[src/rtl/dma_mem_arbiter_pkg.sv]
// Shared definitions for the DMA memory-port arbiter: default widths, requester
// limit and FSM state encoding.
package dma_mem_arbiter_pkg;

    localparam int DMA_AW       = 21;   // 2 MB NGS address space
    localparam int DMA_DW       = 8;
    localparam int DMA_MAX_NREQ = 8;

    typedef enum logic [1:0] {
        ST_IDLE = 2'd0,
        ST_BUSY = 2'd1,
        ST_DONE = 2'd2
    } state_t;

endpackage

[src/rtl/dma_mem_arbiter_rr_pick.sv]
// Combinational round-robin picker: finds the first set bit of vec scanning
// upward from ptr+1 (wrapping), so the requester at ptr has lowest priority.
module dma_mem_arbiter_rr_pick
    import dma_mem_arbiter_pkg::*;
#(
    parameter  int NREQ = 4,
    localparam int PW   = $clog2(NREQ)
) (
    input  logic [NREQ-1:0] vec,
    input  logic [PW-1:0]   ptr,
    output logic            any,
    output logic [NREQ-1:0] idx_oh,
    output logic [PW-1:0]   idx
);

    logic [PW-1:0] j;

    // NOTE: every variable written here gets a default first, so no path leaves one unassigned (no latch).
    always_comb begin
        any = 1'b0;
        idx = '0;
        j   = '0;
        // Walk from the farthest candidate to the nearest; the last hit wins.
        for (int k = NREQ; k >= 1; k--) begin
            j = PW'((int'(ptr) + k) % NREQ);
            if (vec[j]) begin
                any = 1'b1;
                idx = j;
            end
        end
    end

    assign idx_oh = any ? (NREQ'(1) << idx) : '0;

endmodule

[src/rtl/dma_mem_arbiter.sv]
// Round-robin arbiter sharing the single DMA memory port among NREQ engines;
// one access outstanding at a time, ack/dend pulses back to each requester.
module dma_mem_arbiter
    import dma_mem_arbiter_pkg::*;
#(
    parameter int NREQ = 4,
    parameter int AW   = DMA_AW,
    parameter int DW   = DMA_DW
) (
    input  logic             clk,
    input  logic             rst_n,
    input  logic [NREQ-1:0]    ena,
    input  logic [NREQ-1:0]    req,
    input  logic [NREQ*AW-1:0] req_addr,
    input  logic [NREQ*DW-1:0] req_wd,
    input  logic [NREQ-1:0]    req_rnw,
    output logic [NREQ-1:0]    ack,
    output logic [NREQ-1:0]    dend,
    output logic [DW-1:0]      rd_data,
    output logic               mem_req,
    output logic [AW-1:0]      mem_addr,
    output logic [DW-1:0]      mem_wd,
    output logic               mem_rnw,
    input  logic               mem_done,
    input  logic [DW-1:0]      mem_rd
);

    localparam int PW = $clog2(NREQ);

    state_t          state, state_nxt;
    logic [PW-1:0]   ptr;
    logic [PW-1:0]   gnt;
    logic            pick_any;
    logic [NREQ-1:0] pick_oh;
    logic [PW-1:0]   pick_idx;
    logic            grant;
    logic            finish;
    logic [AW-1:0]   sel_addr;
    logic [DW-1:0]   sel_wd;
    logic            sel_rnw;

    dma_mem_arbiter_rr_pick #(.NREQ(NREQ)) u_pick (
        .vec    (req & ena),
        .ptr    (ptr),
        .any    (pick_any),
        .idx_oh (pick_oh),
        .idx    (pick_idx)
    );

    // One-hot mux of the winner's access fields.
    always_comb begin
        sel_addr = '0;
        sel_wd   = '0;
        sel_rnw  = 1'b1;
        for (int i = 0; i < NREQ; i++) begin
            if (pick_oh[i]) begin
                sel_addr = req_addr[i*AW +: AW];
                sel_wd   = req_wd[i*DW +: DW];
                sel_rnw  = req_rnw[i];
            end
        end
    end

    // NOTE: registers use non-blocking assignments so every flop samples pre-edge values.
    always_ff @(posedge clk or negedge rst_n) begin
        if (!rst_n) state <= ST_IDLE;
        else        state <= state_nxt;
    end

    always_comb begin
        state_nxt = state;
        grant     = 1'b0;
        finish    = 1'b0;
        case (state)
            ST_IDLE: if (pick_any) begin
                grant     = 1'b1;
                state_nxt = ST_BUSY;
            end
            ST_BUSY: if (mem_done) begin
                finish    = 1'b1;
                state_nxt = ST_DONE;
            end
            // Dead cycle so a requester dropping req right after ack is not re-granted.
            ST_DONE: state_nxt = ST_IDLE;
            default: state_nxt = ST_IDLE;
        endcase
    end

    always_ff @(posedge clk or negedge rst_n) begin
        if (!rst_n) begin
            ptr      <= PW'(NREQ - 1);
            gnt      <= '0;
            ack      <= '0;
            dend     <= '0;
            mem_req  <= 1'b0;
            mem_rnw  <= 1'b1;
            mem_addr <= '0;
            mem_wd   <= '0;
            rd_data  <= '0;
        end else begin
            ack  <= grant ? pick_oh : '0;
            dend <= '0;
            if (grant) begin
                gnt      <= pick_idx;
                ptr      <= pick_idx;
                mem_addr <= sel_addr;
                mem_wd   <= sel_wd;
                mem_rnw  <= sel_rnw;
                mem_req  <= 1'b1;
            end
            if (finish) begin
                mem_req <= 1'b0;
                if (mem_rnw) rd_data <= mem_rd;
                // Access always completes; only the end pulse is withheld from a disabled requester.
                if (ena[gnt]) dend[gnt] <= 1'b1;
            end
        end
    end

endmodule

[config.mk]
export PLATFORM = sky130hd
export DESIGN_NAME = dma_mem_arbiter
export DESIGN_NICKNAME = d
export VERILOG_FILES = /design/src/rtl/dma_mem_arbiter_pkg.sv /design/src/rtl/dma_mem_arbiter_rr_pick.sv /design/src/rtl/dma_mem_arbiter.sv
export SDC_FILE = /design/constraint.sdc
export NUM_CORES = 1
export LEC_CHECK = 0
export ABC_CLOCK_PERIOD_IN_PS = 4700
export BUFFER_PORTS_ARGS = -buffer_cell sky130_fd_sc_hd__buf_2
export CAP_MARGIN = 30
export CORE_MARGIN = 1.5
export CORE_UTILIZATION = 49
export CTS_CLUSTER_DIAMETER = 30
export DETAILED_ROUTE_END_ITERATION = 10
export GPL_TIMING_DRIVEN = 0
export PLACE_DENSITY_LB_ADDON = 0.25
export SLEW_MARGIN = 10
export SYNTH_ARGS = -nofsm -noshare
export SYNTH_HDL_FRONTEND = slang
export SYNTH_HIERARCHICAL = 1
export SYNTH_SLANG_ARGS = --single-unit
[constraint.sdc]
create_clock -name clk -period 4.7 [get_ports clk]
set_clock_uncertainty 0.2 [all_clocks]
set_input_delay 0.705 -clock clk [delete_from_list [all_inputs] [get_ports clk]]
set_output_delay 0.705 -clock clk [all_outputs]
set_load 0.01 [all_outputs]
### After elaboration in Yosys (flattened, before gate mapping)

Index checks and enable logic that the tools add are counted.

| storage, ports and cells | value |
|---|---|
| bits of input ports | 139 |
| flip-flop bits (word level) | 53 |
| ROM bits | 0 |
| memory bits (writable) | 0 |
| logic and storage cells | 75 |
| memories | 0 |
| latch bits | 0 |

| cells by class | value |
|---|---|
| $lt $le $gt $ge | 6 |
| bitwise gates (word level) | 1 |
| add/sub/neg operators | 4 |
| equality and inequality tests | 3 |
| $mul | 0 |
| divide/modulo/power cells | 0 |
| shift-type cells | 1 |
| reductions and logical operators | 5 |
| mux-type cells | 45 |

Operators by type and width:

| operator | count |
|---|---|
| $mux W21 | 4 |
| $mux W8 | 4 |
| $mux W1 | 20 |
| $mux W4 | 4 |
| $lt A2 B3 Y1 const B | 5 |
| $mux W2 | 6 |
| $bmux W1 S2 | 5 |
| $add A2 B1 Y2 const B | 2 |
| $add A2 B2 Y2 const B | 2 |
| $and A4 B4 Y4 | 1 |
| $pmux W2 S2 | 1 |
| $reduce_and A2 Y1 | 2 |
| $shl A1 B2 Y4 const A | 1 |
| $demux W1 S2 | 1 |
| $eq A2 B1 Y1 const B | 1 |
| $ge A2 B1 Y1 const B | 1 |
| $logic_not A2 Y1 | 1 |
| $ne A2 B1 Y1 const B | 1 |
| $ne A2 B2 Y1 const B | 1 |
| $reduce_bool A2 Y1 | 1 |
| $logic_and A1 B1 Y1 | 1 |

### Logic depth before layout (Yosys ltp)

Gate-level depths: netlist (run 1).

| depth | value |
|---|---|
| depth after elaboration | 13 |
| mapped depth | 9 |
| gate-level depth less buffers | 7 |

### By module

The synthesis (run 1) kept the hierarchy.

Modules (own cells, without submodules):

| module | sequential area each (µm²) | instances | area each (µm²) | cells an instance |
|---|---|---|---|---|
| dma_mem_arbiter | 1330.0 | 1 | 3203.1 | 336 |
| dma_mem_arbiter_rr_pick | 0.0 | 1 | 177.7 | 28 |

### Worst setup path before layout (run 1)

Ideal clock, no wire load.

| path | value |
|---|---|
| kind | input to register |
| from | input req[3] |
| to | register mem_addr[0] |
| setup slack | 2.279 ns |
| arrival time | 2.156 ns |
| path buffers | 2 |
| stages on the path | 9 |
| setup time | 0.065 ns |
| cell sequence | and2_1 nor2_2 a21oi_1 o32ai_1 buf_6 buf_2 a21oi_1 a221oi_2 o22a_1 |

| between the ends | value |
|---|---|
| elaborated cells between the ends (all ways) | 25 |
| those cells by class | shift: 1; mux: 23; bitwise: 1 |

RTL lines:

| what | line | source |
|---|---|---|
| from (decl) | dma_mem_arbiter.sv:13 | `input logic [NREQ-1:0] req,` |
| $and A4 B4 Y4 * | dma_mem_arbiter.sv:43 | `.vec (req & ena),` |
| $bmux W1 S2 | dma_mem_arbiter_rr_pick.sv:26 | `if (vec[j]) begin` |
| $mux W1 (not written as such) | dma_mem_arbiter_rr_pick.sv:26 |  |
| $mux W2 (4 in a row) | dma_mem_arbiter_rr_pick.sv:26 |  |
| $shl A1 B2 Y4 | dma_mem_arbiter_rr_pick.sv:33 | `assign idx_oh = any ? (NREQ'(1) << idx) : '0;` |
| $mux W4 * | dma_mem_arbiter_rr_pick.sv:33 |  |
| net pick_oh[1] | dma_mem_arbiter.sv:34 | `logic [NREQ-1:0] pick_oh;` |
| $mux W21 * (3 in a row) | dma_mem_arbiter.sv:56 | `if (pick_oh[i]) begin` |
| to (signal assigned) | dma_mem_arbiter.sv:106 | `mem_addr <= sel_addr;` |
| to (decl) | dma_mem_arbiter.sv:21 | `output logic [AW-1:0] mem_addr,` |

Mark *: on every way through the listed nets, which the timed path passes. The rest lies on a longest branch. The select of a mux whose other input is x is not followed.
A chain may end at the register's enable or synchronous reset.

### Final worst setup path (run 1)

| path | value |
|---|---|
| from | input req[3] |
| to | register mem_addr[10] |

Same word-level chain as after synthesis.

==> flow_summary.yaml, run 1 <==
run_status:
  status: "completed"
power_and_ir_drop:
  power.switching_uw: 805
  clkPwrFrac_pct: 13.1
  leakagePower_nw: 2.29
  pwr-share-comb_pct: 49.1
  power_density_mw_per_mm2: 455
  ir_worst_vdd_uv: 298
  seq_power_share_pct: 37.8
  sw_frac_of_total_pct: 39.1
  p_int_mw: 1.25
die:
  core_mm2: 0.00672
  initial_core_util_pct: 50.3
  fp.dieH_um: 86.1
  die_w_um: 86.1
  die_area_mm2: 0.00741
  rows: 30
  ios: 186
cts:
  clock_path_buffers: 2
  ctsResizeCount: 0
  root_buffer: "clkbuf_8"
  ctsHoldBuffers: 0
  clock_sinks: 53
  path_clk_slew_ns: 0.10
  cts.htree.levels: 2
  cts_setup_buffers: 0
  cts_made_buffers: 5
  cts_tree: "yes"
  insertion_delay_ns: 0.32
synth:
  synth_area_leader_cell: "dfrtp_1"
  synthCells: 364
  synth-async-reset-ratio_pct: 100
  synth_nets: 503
  synth_top_area_share_pct: 37.0
  ys_warn_count: 6
  synth_area_per_cell_um2: 9.29
  synth-edff-count: 0
  syn_area_mm2: 0.00338
  ys_seq_area_share_pct: 39.3
  ys.flop_type: "dfrtp_1"
  yosys_register_bits: 53
  synth.area.top_cells: "dfrtp_1 (37%), a221oi_2 (11%), nand2_1 (8.2%), o22a_1 (7.5%), nand3b_1 (6.4%)"
  synthDistinctLibCells: 40
drt:
  drc: 0
  via_per_inst: 5.49
  vias: 3503
  dr.pass1.iters: 4
  antenna_left: 0
  drt_iter0_markers: 175
  wl_mm: 10.2
  wl_per_cell_um: 16.0
sta:
  final.setup.worst_slack_ns: 2.16
  tightestPinTransition_ns: 0.590
  period_needed_ns: 2.54
  slew_viol_final: 0
  tns_ns: 0
  fin_crit_sh_pct: 54.1
  rsz0062_at_grt: "no"
  fmax_mhz: 394
  setup_viol: 0
  hold_viol: 0
  slew_headroom_pct: 60.7
global_routing:
  grt_max_degree: 32
  antenna_found_initial: 0
  grt_usage_pct: 27.1
  grt_pass1_wl_mm: 15.9
  grt-ovfl-total: 0
  grt_pass1_vias: 3424
worst_setup_path:
  critPathRequiredTime_ns: 4.76
  arrival_ns: 2.60
  critical_path.cell_chain: "buf_2 -> and2_1 -> nor2_2 -> a21oi_1 -> o32ai_1 -> buf_6 -> buf_2 -> a21oi_1 -> a221oi_2 -> o22a_1"
  crit_slowest_cell: "o32ai_1"
  ff2ff_path_depth: 8
  critPathMaxStageDelay_ns: 0.31
  path_class: "in -> reg"
  endpoint_kind: "flip-flop"
  r2r_start: "ptr[0]$_DFFE_PN1P_"
  cp.depth: 10
  rr_endpoint: "mem_addr[10]$_DFFE_PN0P_"
  crit_buf_inv: 3
  rrSetupSlack_ns: 2.27
  path_max_fanout: 10
  critPathLaunchType: "input pin"
  path_delay_family: "compound AO/OA/AOI/OAI gates"
placement:
  hpwlAfterDp_mm: 7.89
  post-place-cells: 630
  place_ws_ns: 1.89
  place_congestion: 0.881
  portBuffers: 185
finish:
  drive_gt1_share_pct: 48.0
  layout_common_cells: "buf_2 (205), nand2_1 (74), dfrtp_1 (50), inv_1 (35), a21oi_1 (34)"
  mostFrequentLayoutCell: "buf_2"
  final_cells: 638
  area_growth_syn_to_layout_pct: 33.6
  num_antenna_cells: 0
  final_nets: 696
  finish.utilization_pct: 67.2
worst_hold_path:
  hold_path_class: "in -> async"
job:
  max_cap_violations: 0
state kept, by name, summed over array words and instances (netlist names):
| register | count |
|---|---|
| mem_wd | 8 |
| ack | 4 |
| state | 2 |
| ptr | 2 |
| mem_addr | 21 |
| mem_req | 1 |
| dend | 4 |
| rd_data | 8 |
| gnt | 2 |
| mem_rnw | 1 |
cell families (layout without fill, tap and decap cells):
logic type | count (synthesis) | after routing | synth area share (%)
AOI/OAI and AO/OA | 102 | 102 | 27.2
muxes | 9 | 9 | 2.96
DFF | 53 | 53 | 39.3
buffers and inverters | 69 | 263 | 9.73
and+or+nand+nor | 131 | 131 | 20.7
layer usage:
| layer | share of wire, % | vias to the layer above | GRT usage (%) |
|---|---|---|---|
| li1 | - | 1669 | - |
| met1 | 41 | 1679 | 34.3 |
| met2 | 51 | 144 | 48.1 |
| met3 | 6.6 | 11 | 4.14 |
| met4 | 1.1 | 0 | 7.92 |
| met5 | 0 | - | 0 |
worst register-to-register path: stages (launching register included):
cell and delay [ns]:
dfstp_2 0.60, nand2b_2 0.18, a21oi_1 0.09, o32ai_1 0.31, buf_6 0.19, buf_2 0.23
a21oi_1 0.12, a221oi_2 0.28, o22a_1 0.18
power groups by stage:
| stage | Sequential (mW) | Combinational (mW) | Clock, mW |
|---|---|---|---|
| final | 0.776 | 1.01 | 0.269 |
| after global routing | 0.794 | 1.10 | 0.291 |
| after global placement | 0.773 | 0.984 | 0 |
| after detailed placement | 0.784 | 1.01 | 0 |
| after floorplan | 0.859 | 0.552 | 0 |
| after CTS | 0.775 | 1.02 | 0.275 |
cell type report:
class	count	area, µm²
Fill cell	565	2200
Multi-Input combinational cell	242	1720
Sequential cell	53	1330
Timing Repair Buffer	186	946
Buffer	33	194
Inverter	36	135
Tap cell	80	100
Clock buffer	5	68.8
Clock inverter	3	21.3
how the worst max path moves through the flow:
| stage | startpoint | end | slack [ns] |
|---|---|---|---|
| 2_1_floorplan | req[3] | mem_addr[0]$_DFFE_PN0P_ | 2.28 |
| 3_3_place_gp | req[3] | mem_addr[10]$_DFFE_PN0P_ | 1.94 |
| 3_5_place_dp | req[3] | mem_addr[10]$_DFFE_PN0P_ | 1.89 |
| 4_1_cts | req[3] | mem_addr[10]$_DFFE_PN0P_ | 2.17 |
| 5_1_grt | req[3] | mem_addr[10]$_DFFE_PN0P_ | 2.03 |
| 6_report | req[3] | mem_addr[10]$_DFFE_PN0P_ | 2.16 |
per-stage QoR:
stage | cell area, µm² | total power [mW] | hold slack, ns
after global routing | 4520 | 2.18 | 0.205
after global placement | 4410 | 1.76 | 0.247
final | 4520 | 2.06 | 0.162
after floorplan | 3380 | 1.41 | 0.209
after detailed placement | 4430 | 1.80 | 0.263
after CTS | 4520 | 2.07 | 0.180
cell usage after synthesis, types with 2 or more instances:
library cell,count
nand2b_2,2
nand2b_1,2
o22a_1,29
and2_1,8
nand3b_1,29
dfrtp_1,50
a221oi_1,6
nand2_1,74
nor2_1,4
buf_4,6
a21oi_1,34
inv_1,35
a221oi_2,24
buf_6,3
buf_2,20
mux2_2,8
nor3_1,2
clkbuf_1,4
dfstp_2,3
(Power assumes the default switching activity.)
==> run 2: changes to the inputs <==
ABC_CLOCK_PERIOD_IN_PS = 2100   (was 4700)
CORE_UTILIZATION = 41   (was 49)
clock period = 2.1 ns   (was 4.7 ns; I/O delays follow)
==> flow_summary.yaml, run 2 (synthesized netlist as in run 1, its figures left out) <==
sta:
  setup_viol: 29
  final.setup.worst_slack_ns: -0.0825
  slew_headroom_pct: 63.6
  hold_viol: 0
  fin_crit_sh_pct: 104
  tightestPinTransition_ns: 0.546
  slew_viol_final: 0
  rsz0062_at_grt: "yes"
  tns_ns: -1.52
  fmax_mhz: 458
  period_needed_ns: 2.18
placement:
  hpwlAfterDp_mm: 8.00
  place_congestion: 0.840
  portBuffers: 185
  place_area_mm2: 0.00445
drt:
  via_per_inst: 5.25
  wl_per_cell_um: 16.3
  drt_iter0_markers: 141
  drc: 0
  dr.pass1.iters: 4
  wl_mm: 11.0
  vias: 3540
  antenna_left: 0
worst_setup_path:
  critPathLaunchType: "flip-flop"
  critPathRequiredTime_ns: 2.15
  path_class: "reg -> reg"
  arrival_ns: 2.23
  path_max_fanout: 10
  endpoint_kind: "flip-flop"
global_routing:
  grt.met3_usage_pct: 4.77
  grt_pass1_vias: 3346
  top_usage_layer: "met2"
  grt_util_met1_pct: 28.8
  grt_usage_pct: 23.4
  grt-ovfl-total: 0
  grt_pass1_wl_mm: 16.2
  antenna_found_initial: 0
  grt_max_degree: 34
  grt_use_met2_pct: 42.0
finish:
  regMostFlops: "mem_addr"
  multi_input_area_mm2: 0.00186
  layout_common_cells: "buf_2 (198), nand2_1 (73), dfrtp_1 (50), inv_1 (34)"
  regArea_mm2: 0.00133
  nFillCells: 701
  area_growth_syn_to_layout_pct: 46.1
  largest_register_ffs: 21
  reg_top3: "mem_addr: 21 flops, mem_wd: 8 flops, rd_data: 8 flops"
  final_nets: 710
  num_antenna_cells: 0
  fin_area_mm2: 0.00494
  mostFrequentLayoutCell: "buf_2"
  drive_gt1_share_pct: 53.0
cts:
  cts.htree.levels: 2
  path_clk_slew_ns: 0.11
  cts_made_buffers: 5
  clock_sinks: 53
  insertion_delay_ns: 0.31
  root_buffer: "clkbuf_8"
  cts_tree: "yes"
  clock_path_buffers: 2
die:
  initial_core_util_pct: 43.1
  die_area_mm2: 0.00880
  die_w_um: 93.8
  core_mm2: 0.00785
  rows: 32
  fp.dieH_um: 93.8
  ios: 186
worst_hold_path:
  hold_path_class: "in -> reg"
job:
  max_cap_violations: 0
power_and_ir_drop:
  leakagePower_nw: 2.45
  power_density_mw_per_mm2: 1020
  ir_worst_vdd_uv: 517
  total_power_mw: 5.06
run_status:
  status: "finished with violations"
  violations: "setup timing"
## run 2: cell count changes in the layout (fill, tap and decap cells not counted), sizes merged
cell,previous run,this run
bufinv,0,1
dlygate4sd3,0,1
inv,37,38
clkinv,1,0
buf,215,226
clkbuf,9,11
clkinvlp,1,0
## run 2: final timing paths
kind | startpoint | end | slack, ns | cells after the start
min reg2reg | mem_req$_DFFE_PN0P_ | mem_req$_DFFE_PN0P_ | 0.28 | 2
max in group asynchronous | rst_n | ptr[1]$_DFFE_PN1P_ | 0.76 | 3
min | mem_rd[6] | rd_data[6]$_DFFE_PN0P_ | 0.02 | 2
max | ptr[0]$_DFFE_PN1P_ | mem_addr[8]$_DFFE_PN0P_ | -0.08 | 8
min in group asynchronous | rst_n | mem_addr[5]$_DFFE_PN0P_ | 0.31 | 2
max reg2reg | ptr[0]$_DFFE_PN1P_ | mem_addr[8]$_DFFE_PN0P_ | -0.08 | 8
## run 2: through the flow
step                      hold WS [ns]  worst slack (ns)  utilization (%)  instances
after floorplan                 -0.181            0.0441                -        364
after global placement           0.248            -0.318             56.5        651
after detailed placement         0.127            -0.407             56.8        652
after CTS                       0.0171           -0.0573             60.3        666
after global routing            0.0162            -0.177             62.9        674
final                           0.0204           -0.0825             62.9        674
## run 2: layout make-up
cell class                 instances  share of cell area [%]
tap                              102                    2.58
multi-input combinational        242                    37.6
timing repair buffer             201                    22.7
clock inverter                     3                   0.963
clock buffer                       5                    1.39
buffer                            32                    5.12
inverter                          36                    2.74
sequential                        53                    26.9
## run 2: per-layer routing
| metal | wire (µm) | part of all wire (%) |
|---|---|---|
| met1 | 4540 | 41 |
| met2 | 5590 | 51 |
| met3 | 743 | 6.8 |
| met4 | 114 | 1.0 |
| met5 | 0 | 0 |
## run 2: where the power goes
part           internal, mW  switching, mW  leakage, nW  total (mW)
combinational          1.28           1.27         1.76        2.56
sequential             1.48          0.290        0.631        1.77
clock                 0.364          0.368       0.0591       0.733
## run 2: timing repair
action	4_1_cts	5_1_grt
setup buffers	5	4
pin swaps	11	16
resized for setup	29	24
endpoints found under the setup margin	30	30
endpoints found under the hold margin	20	0
hold buffers	1	0
gates cloned	1	4
## run 2: worst max-delay path, stage by stage (launching register included)
cell,delay (ns)
dfstp_2,0.59
nand2b_4,0.16
nand2b_4,0.06
a221oi_4,0.26
buf_6,0.19
buf_8,0.14
nand3b_1,0.11
a221oi_2,0.24
o22a_1,0.17
==> run 3: changes to the inputs <==
CORE_UTILIZATION = 42   (was 41)
CTS_BUF_LIST = sky130_fd_sc_hd__clkbuf_8   (was default)
==> flow_summary.yaml, run 3 (synthesized netlist as in run 1, its figures left out) <==
finish:
  num_antenna_cells: 0
  mostFrequentLayoutCell: "buf_2"
  area_growth_syn_to_layout_pct: 45.2
  reg_top3: "mem_addr: 21 flops, mem_wd: 8 flops, rd_data: 8 flops"
  layout_common_cells: "buf_2 (193), nand2_1 (73), dfrtp_1 (50), inv_1 (34)"
  drive_gt1_share_pct: 54.1
  final_cells: 666
  final_nets: 702
  finish.utilization_pct: 63.2
  regMostFlops: "mem_addr"
  largest_register_ffs: 21
cts:
  cts_tree: "yes"
  root_buffer: "clkbuf_8"
  clock_sinks: 53
  cts_made_buffers: 5
  clock_path_buffers: 2
  insertion_delay_ns: 0.31
  path_clk_slew_ns: 0.10
  cts.htree.levels: 2
worst_setup_path:
  critPathLaunchType: "flip-flop"
  critPathRequiredTime_ns: 2.16
  arrival_ns: 2.18
  r2r_start: "ptr[0]$_DFFE_PN1P_"
  path_class: "reg -> reg"
  rr_endpoint: "mem_wd[3]$_DFFE_PN0P_"
  endpoint_kind: "flip-flop"
  rrSetupSlack_ns: -0.02
  path_max_fanout: 10
  ff2ff_path_depth: 8
die:
  ios: 186
  core_mm2: 0.00777
  fp.dieH_um: 92.7
  die_area_mm2: 0.00860
  die_w_um: 92.7
  rows: 32
  initial_core_util_pct: 43.5
run_status:
  status: "finished with violations"
  violations: "setup timing"
placement:
  place_congestion: 0.798
  post-place-cells: 652
  portBuffers: 185
  hpwlAfterDp_mm: 8.06
power_and_ir_drop:
  power_density_mw_per_mm2: 1040
  leakagePower_nw: 2.41
  ir_worst_vdd_uv: 575
drt:
  via_per_inst: 5.34
  wl_mm: 10.8
  dr.pass1.iters: 4
  wl_per_cell_um: 16.3
  drc: 0
  antenna_left: 0
  drt_iter0_markers: 100
  vias: 3556
global_routing:
  grt_usage_pct: 24.7
  grt_pass1_vias: 3542
  antenna_found_initial: 0
  grt_max_degree: 29
  grt_pass1_wl_mm: 16.8
  grt-ovfl-total: 0
job:
  max_cap_violations: 0
worst_hold_path:
  hold_start: "mem_rd[7]"
  min_to: "rd_data[7]$_DFFE_PN0P_"
  min_path_cells: 2
  hold_path_class: "in -> reg"
sta:
  timing.hold.ws_ns: 0.0259
  rsz0062_at_grt: "yes"
  tns_ns: -0.0383
  slew_headroom_pct: 55.3
  tightestPinTransition_ns: 0.671
  hold_viol: 0
  final.setup.worst_slack_ns: -0.0193
  slew_viol_final: 0
  fmax_mhz: 472
  fin_crit_sh_pct: 101
  period_needed_ns: 2.12
  setup_viol: 4
## run 3: per-stage QoR
stage	power, mW	setup slack [ns]	instance area (µm²)
finish	5.11	-0.0193	4910
global route	5.43	-0.0881	4910
CTS	5.05	-0.0170	4780
detailed placement	4.05	-0.378	4450
global placement	3.97	-0.295	4430
floorplan	3.16	0.0441	3380
## run 3: worst max-delay path: stages, from the launching register on
cell	delay, ns
dfstp_2	0.56
nand2b_4	0.15
a21oi_2	0.08
o32ai_2	0.23
buf_6	0.19
buf_8	0.15
a21oi_2	0.07
a221oi_4	0.26
o22a_1	0.17
## run 3: cell type report
| class | instances | area [µm²] |
|---|---|---|
| plain buffers | 32 | 273 |
| clock buffers | 5 | 68.8 |
| clock inverters | 3 | 68.8 |
| fillers | 687 | 2860 |
| inverters | 36 | 135 |
| multi-input cells | 242 | 1900 |
| flip-flops and latches | 53 | 1330 |
| well taps | 102 | 128 |
| repair buffers | 193 | 1010 |
## run 3: how the worst max path moves through the flow
stage | start | to | slack (ns) | depth (start not counted)
5_1_grt | ptr[0]$_DFFE_PN1P_ | mem_wd[5]$_DFFE_PN0P_ | -0.09 | 8
2_1_floorplan | ptr[1]$_DFFE_PN1P_ | mem_addr[0]$_DFFE_PN0P_ | 0.04 | 8
6_report | ptr[0]$_DFFE_PN1P_ | mem_wd[3]$_DFFE_PN0P_ | -0.02 | 8
3_5_place_dp | req[1] | mem_wd[3]$_DFFE_PN0P_ | -0.38 | 8
3_3_place_gp | req[3] | mem_addr[11]$_DFFE_PN0P_ | -0.30 | 10
4_1_cts | ptr[1]$_DFFE_PN1P_ | mem_addr[10]$_DFFE_PN0P_ | -0.02 | 7
## run 3: timing repair
item / CTS / global route
endpoints found under the hold margin: 24 / 0
gates resized for setup: 36 / 34
setup endpoints to repair: 30 / 30
pin swaps: 12 / 13
buffers inserted: 5 / 0
hold buffers: 1 / 0
gates cloned: 1 / 0
## run 3: where the power goes
part	total, mW	switching, mW	internal, mW
combinational	2.51	1.27	1.25
sequential	1.76	0.284	1.48
clock	0.840	0.360	0.480
total	5.11	1.91	3.20
## run 3: routing by layer
layer | up-vias | part of all wire (%) | track usage, %
met5 | - | 0 | 0
met4 | 0 | 1.4 | 7.95
met3 | 15 | 6.7 | 5.01
met2 | 153 | 50 | 43.9
met1 | 1707 | 42 | 29.6
li1 | 1681 | - | -
